File: config.mk
export PLATFORM = sky130hd
export DESIGN_NAME = console_port_responder
export DESIGN_NICKNAME = d
export VERILOG_FILES = /design/src/rtl/controller_pkg.sv /design/src/rtl/sync_edge_detect.sv /design/src/rtl/console_port_responder.sv
export SDC_FILE = /design/constraint.sdc
export NUM_CORES = 1
export LEC_CHECK = 0
export BUFFER_PORTS_ARGS = -buffer_cell sky130_fd_sc_hd__buf_4
export CORE_UTILIZATION = 47
export CTS_CLUSTER_DIAMETER = 50
export CTS_CLUSTER_SIZE = 25
export DETAILED_ROUTE_END_ITERATION = 8
export PLACE_DENSITY = 0.65
export SLEW_MARGIN = 10
export SYNTH_ARGS = -nofsm -noshare
export SYNTH_HDL_FRONTEND = slang
export SYNTH_SLANG_ARGS = --single-unit
File: constraint.sdc
create_clock -name clk_in -period 2.2 [get_ports clk_in]
set_clock_uncertainty 0.15 [all_clocks]
set_input_delay 0.44 -clock clk_in [delete_from_list [all_inputs] [get_ports clk_in]]
set_output_delay 0.44 -clock clk_in [all_outputs]
set_load 0.03 [all_outputs]
File: src/rtl/controller_pkg.sv
// ---------------------------------------------------------------------------
// controller_pkg : shared types and constants for the controller port blocks
// Revision 1.0
// ---------------------------------------------------------------------------
`default_nettype none

package controller_pkg;

  typedef enum logic [1:0] {
    IDLE  = 2'd0,
    LATCH = 2'd1,
    SHIFT = 2'd2,
    DONE  = 2'd3
  } port_state_t;

  localparam int BTN_B      = 0;
  localparam int BTN_Y      = 1;
  localparam int BTN_SELECT = 2;
  localparam int BTN_START  = 3;
  localparam int BTN_UP     = 4;
  localparam int BTN_DOWN   = 5;
  localparam int BTN_LEFT   = 6;
  localparam int BTN_RIGHT  = 7;
  localparam int BTN_A      = 8;
  localparam int BTN_X      = 9;
  localparam int BTN_L      = 10;
  localparam int BTN_R      = 11;

  localparam logic [3:0] NES_ORDER [8] = '{4'd8, 4'd0, 4'd2, 4'd3, 4'd4, 4'd5, 4'd6, 4'd7};

  localparam logic [4:0]  NES_LEN  = 5'd8;
  localparam logic [4:0]  SNES_LEN = 5'd16;
  localparam logic [11:0] BTN_OFF  = 12'hFFF;

  // Serial bit presented at frame position idx; positions past the word read as released.
  function automatic logic frame_bit(input logic [11:0] word, input logic snes,
                                     input logic [4:0] idx);
    logic b;
    b = 1'b1;
    if (snes) begin
      if (idx < 5'd12) b = word[idx[3:0]];
    end else if (idx < 5'd8) begin
      b = word[NES_ORDER[idx[2:0]]];
    end
    return b;
  endfunction

endpackage

`default_nettype wire

File: src/rtl/sync_edge_detect.sv
// ---------------------------------------------------------------------------
// sync_edge_detect : multi-flop synchronizer with rise/fall detection
// Revision 1.0
// ---------------------------------------------------------------------------
`default_nettype none

module sync_edge_detect #(
  parameter int SYNC_STAGES = 2
) (
  input  logic clk,
  input  logic reset_n,
  input  logic async_sig,
  output logic sync,
  output logic rise,
  output logic fall
);

  logic [SYNC_STAGES-1:0] r_chain;
  logic                   r_hist;

  generate
    if (SYNC_STAGES == 1) begin : g_single
      always_ff @(posedge clk) begin
        if (!reset_n) r_chain <= '0;
        else          r_chain <= async_sig;
      end
    end else begin : g_chain
      always_ff @(posedge clk) begin
        if (!reset_n) r_chain <= '0;
        else          r_chain <= {r_chain[SYNC_STAGES-2:0], async_sig};
      end
    end
  endgenerate

  always_ff @(posedge clk) begin
    if (!reset_n) r_hist <= 1'b0;
    else          r_hist <= sync;
  end

  assign sync = r_chain[SYNC_STAGES-1];
  assign rise = sync & ~r_hist;
  assign fall = ~sync & r_hist;

endmodule

`default_nettype wire

File: src/rtl/console_port_responder.sv
// ---------------------------------------------------------------------------
// console_port_responder : emulates a pad shift register on one console port
// Revision 1.0
// ---------------------------------------------------------------------------
`default_nettype none

module console_port_responder
  import controller_pkg::*;
#(
  parameter logic [15:0] TIMEOUT_CYCLES = 16'd12000,
  parameter int          SYNC_STAGES    = 2
) (
  input  logic        clk_in,
  input  logic        reset_in,
  input  logic [11:0] buttons_in,
  input  logic        mode_in,
  input  logic        latch_in,
  input  logic        pclk_in,
  output logic        data_out,
  output logic        busy_out,
  output logic        frame_done_out
);

  logic w_latch_sync, w_latch_rise, w_latch_fall;
  logic w_pclk_sync, w_pclk_rise, w_pclk_fall;
  logic w_unused;

  sync_edge_detect #(.SYNC_STAGES(SYNC_STAGES)) u_latch_sync (
    .clk       (clk_in),
    .reset_n   (reset_in),
    .async_sig (latch_in),
    .sync      (w_latch_sync),
    .rise      (w_latch_rise),
    .fall      (w_latch_fall)
  );

  sync_edge_detect #(.SYNC_STAGES(SYNC_STAGES)) u_pclk_sync (
    .clk       (clk_in),
    .reset_n   (reset_in),
    .async_sig (pclk_in),
    .sync      (w_pclk_sync),
    .rise      (w_pclk_rise),
    .fall      (w_pclk_fall)
  );

  assign w_unused = &{1'b0, w_pclk_sync, w_pclk_fall};

  port_state_t r_state;
  logic [11:0] r_shadow;
  logic        r_snes;
  logic [4:0]  r_index;
  logic [15:0] r_timeout;
  logic        r_data;
  logic        r_busy;
  logic        r_done;

  logic [4:0] w_len;
  logic [4:0] w_next_index;

  assign w_len        = r_snes ? SNES_LEN : NES_LEN;
  assign w_next_index = r_index + 5'd1;

  always_ff @(posedge clk_in) begin
    if (!reset_in) begin
      r_state   <= IDLE;
      r_shadow  <= BTN_OFF;
      r_snes    <= 1'b0;
      r_index   <= 5'd0;
      r_timeout <= 16'd0;
      r_data    <= 1'b1;
      r_busy    <= 1'b0;
      r_done    <= 1'b0;
    end else begin
      r_done <= 1'b0;
      // A latch rise restarts the port from any state, abandoning any frame.
      if (w_latch_rise) begin
        r_state   <= LATCH;
        r_shadow  <= buttons_in;
        r_snes    <= mode_in;
        r_index   <= 5'd0;
        r_timeout <= 16'd0;
        r_data    <= frame_bit(buttons_in, mode_in, 5'd0);
        r_busy    <= 1'b1;
      end else begin
        case (r_state)
          LATCH: begin
            if (w_latch_fall) begin
              r_state   <= SHIFT;
              r_index   <= 5'd0;
              r_timeout <= 16'd0;
            end else if (w_latch_sync) begin
              r_shadow <= buttons_in;
              r_snes   <= mode_in;
              r_data   <= frame_bit(buttons_in, mode_in, 5'd0);
            end
          end
          SHIFT: begin
            if (w_pclk_rise) begin
              r_timeout <= 16'd0;
              if (w_next_index == w_len) begin
                r_state <= DONE;
                r_index <= w_len;
                r_data  <= 1'b1;
                r_busy  <= 1'b0;
                r_done  <= 1'b1;
              end else begin
                r_index <= w_next_index;
                r_data  <= frame_bit(r_shadow, r_snes, w_next_index);
              end
            end else if (r_timeout == TIMEOUT_CYCLES - 16'd1) begin
              // Console stopped clocking: drop the frame silently.
              r_state   <= IDLE;
              r_timeout <= 16'd0;
              r_data    <= 1'b1;
              r_busy    <= 1'b0;
            end else begin
              r_timeout <= r_timeout + 16'd1;
            end
          end
          default: begin
            r_data <= 1'b1;
            r_busy <= 1'b0;
          end
        endcase
      end
    end
  end

  assign data_out       = r_data;
  assign busy_out       = r_busy;
  assign frame_done_out = r_done;

endmodule

`default_nettype wire

### Word-level counts from Yosys, hierarchy flattened

Memories as Yosys holds them, arrays and structs flattened.
Cells that the tools add are included.

| storage, ports and cells | value |
|---|---|
| register bits after elaboration | 45 |
| ROM bits | 32 |
| bits of input ports | 17 |
| output and inout bits | 3 |
| word-level logic and storage cells | 105 |
| memories kept | 1 |

Memory list:

| memory | depth | width | read ports | clocked after Yosys merged registers in | wr ports | RTL line | source |
|---|---|---|---|---|---|---|---|
| (name not given) | 8 | 4 | 1 | 0 | 0 | controller_pkg.sv:43 | `b = word[NES_ORDER[idx[2:0]]];` |

| operators by class | value |
|---|---|
| add/subtract/negate cells | 2 |
| order comparisons | 5 |
| eq/ne operators | 15 |
| muxes and demuxes | 46 |
| bitwise logic cells | 10 |
| reductions and logical operators | 13 |

Operators by type and width:

| kind | number |
|---|---|
| 2-to-1 mux 12 bit | 4 |
| 2-to-1 mux 16 bit | 3 |
| one-hot mux 16 bit (2 select lines) | 1 |
| 2-to-1 mux 1 bit | 22 |
| 2-to-1 mux 5 bit | 4 |
| adder 16 x 1 -> 16 bit (second input constant) | 1 |
| == test 16 x 14 -> 1 bit (second input constant) | 1 |
| AND reduction 3 bit | 4 |
| < comparator 4 x 5 -> 1 bit (second input constant) | 2 |
| < comparator 5 x 4 -> 1 bit (second input constant) | 2 |
| one-hot mux 5 bit (2 select lines) | 1 |
| binary-select mux 1 bit (select 4 bit) | 2 |
| 2-to-1 mux 2 bit | 4 |
| 2-to-1 mux 4 bit | 2 |
| inequality test 2 x 1 -> 1 bit (second input constant) | 4 |
| AND reduction 4 bit | 2 |
| inequality test 3 x 1 -> 1 bit (second input constant) | 2 |
| inequality test 3 x 2 -> 1 bit (second input constant) | 2 |
| inverter 1 bit | 6 |
| nonzero test 2 bit | 3 |
| adder 5 x 1 -> 5 bit (second input constant) | 1 |
| == test 5 bit | 1 |
| greater-or-equal comparator 4 bit (second input constant) | 1 |
| inequality test 4 x 2 -> 1 bit (second input constant) | 1 |
| 12 further kinds | 15 |

### Depth between registers and ports, before layout

Gate-level depths: netlist of the first run.

| depth | value |
|---|---|
| depth in word-level cells | 13 |
| depth in mapped cells | 8 |
| depth with buffers taken out | 7 |

### Cells and area by module

From an unflattened synthesis of the first run, not the netlist that was laid out.

| second synthesis, totals | value |
|---|---|
| cell total of the unflattened synthesis | 269 |
| area, all modules | 2,288.4 um2 |

By module, submodules not included:

| module | times used | cells an instance | area an instance (um2) | seq. area each (um2) |
|---|---|---|---|---|
| console_port_responder | 1 | 253 | 2,105.8 | 780.7 |
| sync_edge_detect | 2 | 8 | 91.3 | 60.1 |

### Worst setup path before layout of the first run

No wires, ideal clock.

| timing | value |
|---|---|
| path kind | register to register |
| start | register r_index[0] |
| end | register r_data (netlist: data_out) |
| library setup time | 130 ps |
| arrival | 1,757 ps |
| required time | 1,920 ps |
| path slack | 163 ps |
| stages on the path, launching flop included | 9 |
| period minus slack after synthesis | 2,037 ps |
| cells stage by stage | dfxtp_1 > buf_2 > inv_1 > ha_1 > mux4_2 > o21ai_0 > o2111ai_1 > a211oi_1 > a211oi_1 |

| between the ends | value |
|---|---|
| word-level cells in the longest chain between the ends | 13 |

Ends and longest elaborated chain:

| item | RTL line | source |
|---|---|---|
| start, declared | console_port_responder.sv:51 | `logic [4:0] r_index;` |
| start signal, assigned | console_port_responder.sv:102 | `r_index <= w_len;` |
| start signal, assigned | console_port_responder.sv:107 | `r_index <= w_next_index;` |
| adder 5 x 1 -> 5 bit (*) | console_port_responder.sv:61 | `assign w_next_index = r_index + 5'd1;` |
| inverter 3 -> 4 bit (implied by the code) | controller_pkg.sv:43 |  |
| memory (8 x 4 bit) | - |  |
| 2-to-1 mux 4 bit (implied by the code) (2 in series) | controller_pkg.sv:43 |  |
| binary-select mux 1 bit (select 4 bit) | controller_pkg.sv:43 |  |
| 2-to-1 mux 1 bit (implied by the code) | controller_pkg.sv:43 |  |
| 2-to-1 mux 1 bit | controller_pkg.sv:42 | `end else if (idx < 5'd8) begin` |
| 2-to-1 mux 1 bit | controller_pkg.sv:40 | `if (snes) begin` |
| 2-to-1 mux 1 bit (*) | console_port_responder.sv:100 | `if (w_next_index == w_len) begin` |
| 2-to-1 mux 1 bit (*) | console_port_responder.sv:98 | `if (w_pclk_rise) begin` |
| one-hot mux 1 bit (2 select lines) (*) | console_port_responder.sv:85 | `case (r_state)` |
| 2-to-1 mux 1 bit (*) | console_port_responder.sv:76 | `if (w_latch_rise) begin` |
| end signal, assigned | console_port_responder.sv:82 | `r_data <= frame_bit(buttons_in, mode_in, 5'd0);` |
| end signal, assigned | console_port_responder.sv:94 | `r_data <= frame_bit(buttons_in, mode_in, 5'd0);` |
| end signal, assigned | console_port_responder.sv:108 | `r_data <= frame_bit(r_shadow, r_snes, w_next_index);` |
| end, declared | console_port_responder.sv:53 | `logic r_data;` |

Mark *: on every way between the ends. The rest lies on a longest branch, timed or not. The select of a mux whose other input is x is not followed.
A chain may end at the register's enable or synchronous reset.

### Final worst setup path of the first run

Ends and elaborated chain as after synthesis.

==> out/metrics.yaml, run 1 <==
clock_tree:
  cts_max_path_buffers: 2
  cts_sinks: 45
  insertion_delay_ps: 290
  cts_setup_buffers: 0
  cts_buffers: 5
  cts-htree-levels: 2
  tritoncts: "done"
  cts_root_buffer: "clkbuf_8"
  clk_pin_slew_ps: 90
sta:
  fin_ws_ps: 108
  finalSetupTns_ps: 0
  setup_viol: 0
  slew_headroom_pct: 70.3
  fmax_mhz: 478
  holdWs_ps: 199
  tightestPinTransition_ps: 445
  finalWorstPathRequiredPeriod_ps: 2090
  hold_viol: 0
  finalCritPeriodShare_pct: 95.1
  drv_slew: 0
  rsz0062_at_grt: "no"
synth:
  synth_edf_count: 0
  ys.flop_type: "dfxtp_1"
  syn_avg_cell_area_um2: 8.89
  yosys.area.top_type: "dfxtp_1"
  synth_area_leaders: "dfxtp_1, nand2_1, mux4_2, nand3_1, xor2_1"
  synth-seq-cells: 45
  syn-num-nets: 284
  yosysSeqAreaShare_pct: 38.8
  synth_cell_types: 54
  synthCells: 261
  netlist_area_um2: 2320
  async_reset_ff_share_pct: 0
  synth_top_area_share_pct: 38.8
  synth_warnings: 0
floorplan:
  dieArea_um2: 5220
  io_pins: 20
  initial_core_util_pct: 49.1
  num_rows: 25
  core_region_area_um2: 4720
  die_h_um: 72.3
  die_w_um: 72.3
pwr:
  p_leak_nw: 1.04
  vdd_drop_max_mv: 0.622
  seq_power_share_pct: 57.3
  swShare_pct: 24.6
  p_int_mw: 1.12
  power.switching_mw: 0.364
  p_per_area_nw_per_um2: 561
  p_clk_share_pct: 34.5
  comb_power_share_pct: 8.2
worst_setup_path:
  critPathMaxStageDelay_ps: 420
  crit_type: "flop to flop"
  cp.arrival_ps: 2120
  r2r_cells: 7
  reg2reg_from: "r_index[0]"
  r2r_end: "data_out"
  cp_max_fo: 6
  critPathLaunchType: "flop"
  cp_data_required_time_ps: 2220
  cp-end-kind: "flop"
  critPathSlowestCell: "dfxtp_1"
  cp_common_cell: "a211oi_1"
  rrSetupSlack_ps: 110
  cp_cell_sequence: "inv_1, ha_2, mux4_2, o21ai_0, o2111ai_1, a211oi_1, a211oi_1"
drt:
  drtIter0Drc: 132
  route.detailed.drc: 0
  routed_wl_um: 4500
  vias: 1846
  routedWlPerCell_um: 12.8
  viasPerCell: 5.26
  first_pass_iters: 4
  ant_nets: 0
hold_path:
  whs_path_depth: 3
  hold_path_class: "input pin to flop"
  hp-start: "buttons_in[5]"
  hold_end: "r_shadow[5]"
placement:
  port_buffers: 19
  place_congestion: 0.879
  pre_cts_ws_ps: 116
  placed_area_um2: 2540
  dp_hpwl_um: 3320
outcome:
  outcome: "finished clean"
global_route:
  antenna_found_initial: 0
  grt_pass1_vias: 1654
  grt_use_total_pct: 19.0
  grt_max_degree: 23
  grt_remaining_overflow: 0
  grt_pass1_wl_um: 7780
finish:
  drive_gt1_share_pct: 19.0
  final_util_pct: 55.9
  final_nets: 306
  fillers: 442
  diodes: 0
  final_cell_area_um2: 2640
  syn2layout_area_growth_pct: 13.7
flow_run:
  maxCapViolCount: 0
## layout make-up
class	instances	area, um2	area share, %
clock buffer	5	68.8	2.61
clock inverter	3	21.3	0.806
inverter	8	30.0	1.14
multi-input combinational	198	1350	51.0
sequential	45	901	34.1
tap	67	83.8	3.18
timing repair buffer	25	188	7.11
## cells in the final DEF (no fill, tap or decap), drive strengths merged, types with 5 or more instances in the layout
master  Yosys  layout
and3        5       5
o21ai       8       8
dfxtp      45      45
and2        7       7
ha          6       6
nor4        6       6
nand3      21      21
mux4        5       5
nor2b       5       5
nor2       23      23
nand2      42      42
buf         5      25
inv         8       9
xor2       11      11
a21oi       7       7
clkbuf      5       5
xnor2       8       8
## cell usage after synthesis (5+ instances only)
cell	count
nor2_1	22
xor2_1	11
a21oi_1	7
mux4_2	5
inv_1	8
and2_1	6
ha_1	6
dfxtp_1	45
and3_1	5
nand3_1	21
nand2_1	42
xnor2_1	8
nor2b_1	5
o21ai_0	6
## power groups by stage
stage	clock (mW)	combinational [mW]	sequential, mW
after floorplan	0	0.0751	0.865
after global placement	0	0.121	0.867
after detailed placement	0	0.122	0.868
after CTS	0.529	0.122	0.849
after global routing	0.556	0.135	0.852
final	0.512	0.121	0.848
## worst max-delay path by stage
stage	slack (ps)	depth (start not counted)	end	from
finish	110	7	data_out	r_index[0]
global route	2	7	data_out	r_index[0]
CTS	90	7	data_out	r_index[0]
detailed placement	120	7	data_out	r_index[0]
global placement	180	6	r_index[1]	r_index[1]
floorplan	160	8	data_out	r_index[0]
## routing by layer
layer	vias up	wire length, um	GRT usage (%)
li1	950	-	-
met1	867	2420	29.1
met2	24	1920	26.8
met3	5	108	3.47
met4	0	48	5.88
met5	-	0	0
## state kept, by name, summed over array words and instances (netlist names)
signal,cells
busy_out,1
r_timeout,16
data_out,1
r_snes,1
u_pclk_sync.r_hist,1
u_latch_sync.r_hist,1
u_latch_sync.r_chain,2
frame_done_out,1
r_shadow,12
r_index,5
r_state,2
u_pclk_sync.r_chain,2
## what timing repair did
item	4_1_cts	5_1_grt
endpoints found under the hold margin	0	0
hold buffers	0	0
endpoints found under the setup margin	0	6
resized for setup	0	3
## worst max-delay path: cells and delay by family, from the launching register on
family | cells | cell delay, ps
AOI/OAI and AO/OA | 4 | 580
buffers and inverters | 1 | 100
adders and majority gates | 1 | 410
muxes | 1 | 320
DFF | 1 | 420
## kinds of logic (layout without fill, tap and decap cells)
| group | after synthesis | after routing | share of synthesized area [%] |
|---|---|---|---|
| mux | 8 | 8 | 6.15 |
| compound gates | 37 | 37 | 12.1 |
| flops | 45 | 45 | 38.8 |
| simple gates | 128 | 128 | 28.9 |
| fa+ha+maj | 6 | 6 | 3.23 |
| xor+xnor | 19 | 19 | 7.17 |
| buf+inv | 18 | 41 | 3.61 |
## stage by stage
step                total power, mW  std cells
floorplan                     0.940        261
global placement              0.988        343
detailed placement            0.989        343
CTS                            1.50        351
global route                   1.54        351
finish                         1.48        351
Power figures use the tool's default switching activity.
==> run 2: changes to the inputs <==
--- a/config.mk
+++ b/config.mk
@@ -10,6 +10,7 @@
 export CTS_CLUSTER_DIAMETER = 50
 export CTS_CLUSTER_SIZE = 25
 export DETAILED_ROUTE_END_ITERATION = 8
+export MAX_ROUTING_LAYER = met4
 export PLACE_DENSITY = 0.65
 export SLEW_MARGIN = 10
 export SYNTH_ARGS = -nofsm -noshare
==> run 2 against run 1 <==
- total power hardly changed
- non-clock buffer count unchanged
- core utilization unchanged
- hold slack is essentially flat
- clock power barely moved
- global-route usage grew 0.57 points
- via count down 0.22%
- cell area stayed put
- sequential share of layout area is the same
- flip-flop and latch count stayed put
- setup slack barely moved
- largest cell class unchanged
- largest power group unchanged
==> out/metrics.yaml, run 2 (same netlist as run 1, synthesis figures left out) <==
floorplan:
  num_rows: 25  # unchanged
  initial_core_util_pct: 49.1  # unchanged
  dieArea_um2: 5220  # unchanged
  core_region_area_um2: 4720  # unchanged
  die_h_um: 72.3  # unchanged
  die_w_um: 72.3  # unchanged
  io_pins: 20  # unchanged
pwr:
  vdd_drop_max_mv: 0.623  # was 0.622 mV
  power.switching_mw: 0.365  # was 0.364 mW
  p_per_area_nw_per_um2: 562  # was 561 nW/um2
  p_int_mw: 1.12  # about the same
  p_clk_share_pct: 34.6  # was 34.5%
  total_power_mw: 1.48  # about the same
  swShare_pct: 24.6  # about the same
  p_leak_nw: 1.04  # unchanged
  seq_power_share_pct: 57.2  # was 57.3%
  comb_power_share_pct: 8.2  # about the same
sta:
  rsz0062_at_grt: "no"  # unchanged
  setup_viol: 0  # unchanged
  finalSetupTns_ps: 0  # unchanged
  hold_viol: 0  # unchanged
  finalWorstPathRequiredPeriod_ps: 2090  # about the same
  tightestPinTransition_ps: 445  # about the same
  fmax_mhz: 478  # about the same
  drv_slew: 0  # unchanged
  slew_headroom_pct: 70.3  # about the same
  finalCritPeriodShare_pct: 95.1  # about the same
finish:
  diodes: 0  # unchanged
  syn2layout_area_growth_pct: 13.7  # unchanged
  final_common_cell: "dfxtp_1"  # unchanged
  drive_gt1_share_pct: 19.0  # unchanged
  fillers: 442  # unchanged
  layout_common_cells: "dfxtp_1, nand2_1, buf_4"  # unchanged
  final_nets: 306  # unchanged
  regMostFlops: "r_timeout"  # unchanged
  largest_reg_flops: 16  # unchanged
  top_regs: "r_timeout x16, r_shadow x12, r_index x5"  # unchanged
drt:
  drtIter0Drc: 134  # was 132
  first_pass_iters: 4  # unchanged
  routed_wl_um: 4510  # was 4500 um
  viasPerCell: 5.25  # was 5.26
  routedWlPerCell_um: 12.9  # was 12.8 um
  ant_nets: 0  # unchanged
  vias: 1842  # was 1846
  route.detailed.drc: 0  # unchanged
worst_setup_path:
  cp-end-kind: "flop"  # unchanged
  cp_max_fo: 6  # unchanged
  cp_data_required_time_ps: 2220  # about the same
  cp.arrival_ps: 2120  # about the same
  critPathLaunchType: "flop"  # unchanged
  crit_type: "flop to flop"  # unchanged
global_route:
  grt_remaining_overflow: 0  # unchanged
  grt_pass1_vias: 1655  # was 1654
  grt_max_degree: 23  # unchanged
  grt_use_total_pct: 19.5  # was 19.0%
  grt_pass1_wl_um: 7780  # unchanged
  antenna_found_initial: 0  # unchanged
clock_tree:
  cts_sinks: 45  # unchanged
  cts_max_path_buffers: 2  # unchanged
  clk_pin_slew_ps: 90  # about the same
  insertion_delay_ps: 290  # about the same
  tritoncts: "done"  # unchanged
  cts_setup_buffers: 0  # unchanged
  cts-htree-levels: 2  # unchanged
  cts_root_buffer: "clkbuf_8"  # unchanged
  cts_buffers: 5  # unchanged
hold_path:
  hold_path_class: "input pin to flop"  # unchanged
placement:
  dp_hpwl_um: 3320  # unchanged
  port_buffers: 19  # unchanged
  place_congestion: 0.894  # was 0.879
flow_run:
  maxCapViolCount: 0  # unchanged
outcome:
  outcome: "finished clean"  # unchanged
==> run 2: final timing paths <==
| path | startpoint | to | slack, ps | depth (start not counted) |
|---|---|---|---|---|
| worst min register to register | u_pclk_sync.r_chain[0] | u_pclk_sync.r_chain[1] | 290 | 1 |
| worst max-delay path | r_index[0] | data_out | 110 | 7 |
| worst max register to register | r_index[0] | data_out | 110 | 7 |
| worst min-delay path | buttons_in[5] | r_shadow[5] | 200 | 3 |
==> run 2: per-layer routing <==
layer  track usage, %  share of wire, %  up-vias
met5                -                 0        -
li1                 -                 -      950
met3             3.47               2.3        5
met1             28.9                54      865
met2             27.0                43       22
met4             5.88               1.1        0
==> run 2: area by class of cell <==
| type | count | area (um2) | share of cell area [%] |
|---|---|---|---|
| sequential | 45 | 901 | 34.1 |
| tap | 67 | 83.8 | 3.18 |
| clock inverter | 3 | 21.3 | 0.806 |
| timing repair buffer | 25 | 188 | 7.11 |
| multi-input combinational | 198 | 1350 | 51.0 |
| clock buffer | 5 | 68.8 | 2.61 |
| inverter | 8 | 30.0 | 1.14 |
==> run 2: timing repair <==
| action | in CTS | in global routing |
|---|---|---|
| endpoints found under the setup margin | 0 | 6 |
| hold buffers | 0 | 0 |
| gates resized for setup | 0 | 3 |
| hold endpoints to repair | 0 | 0 |
==> run 2: through the flow <==
stage	setup WS, ps	std cells	hold slack, ps	area [um2]	util, %
4_1_cts	85.2	351	189	2630	55.7
5_1_grt	2.25	351	203	2640	55.9
6_report	108	351	199	2640	55.9
3_3_place_gp	184	343	264	2540	53.7
2_1_floorplan	163	261	262	2320	-
3_5_place_dp	116	343	271	2540	53.7
==> run 2: power groups by stage <==
stage | Sequential [mW] | Combinational [mW] | Clock, mW
after CTS | 0.849 | 0.122 | 0.529
after global placement | 0.867 | 0.121 | 0
after floorplan | 0.865 | 0.0751 | 0
after global routing | 0.852 | 0.135 | 0.556
final | 0.848 | 0.121 | 0.512
after detailed placement | 0.868 | 0.122 | 0
==> run 2: worst max-delay path, stage by stage, from the launching register on <==
cell and delay [ps]:
dfxtp_1 420, inv_1 100, ha_2 410, mux4_2 320, o21ai_0 100, o2111ai_1 140, a211oi_1 240, a211oi_1 100
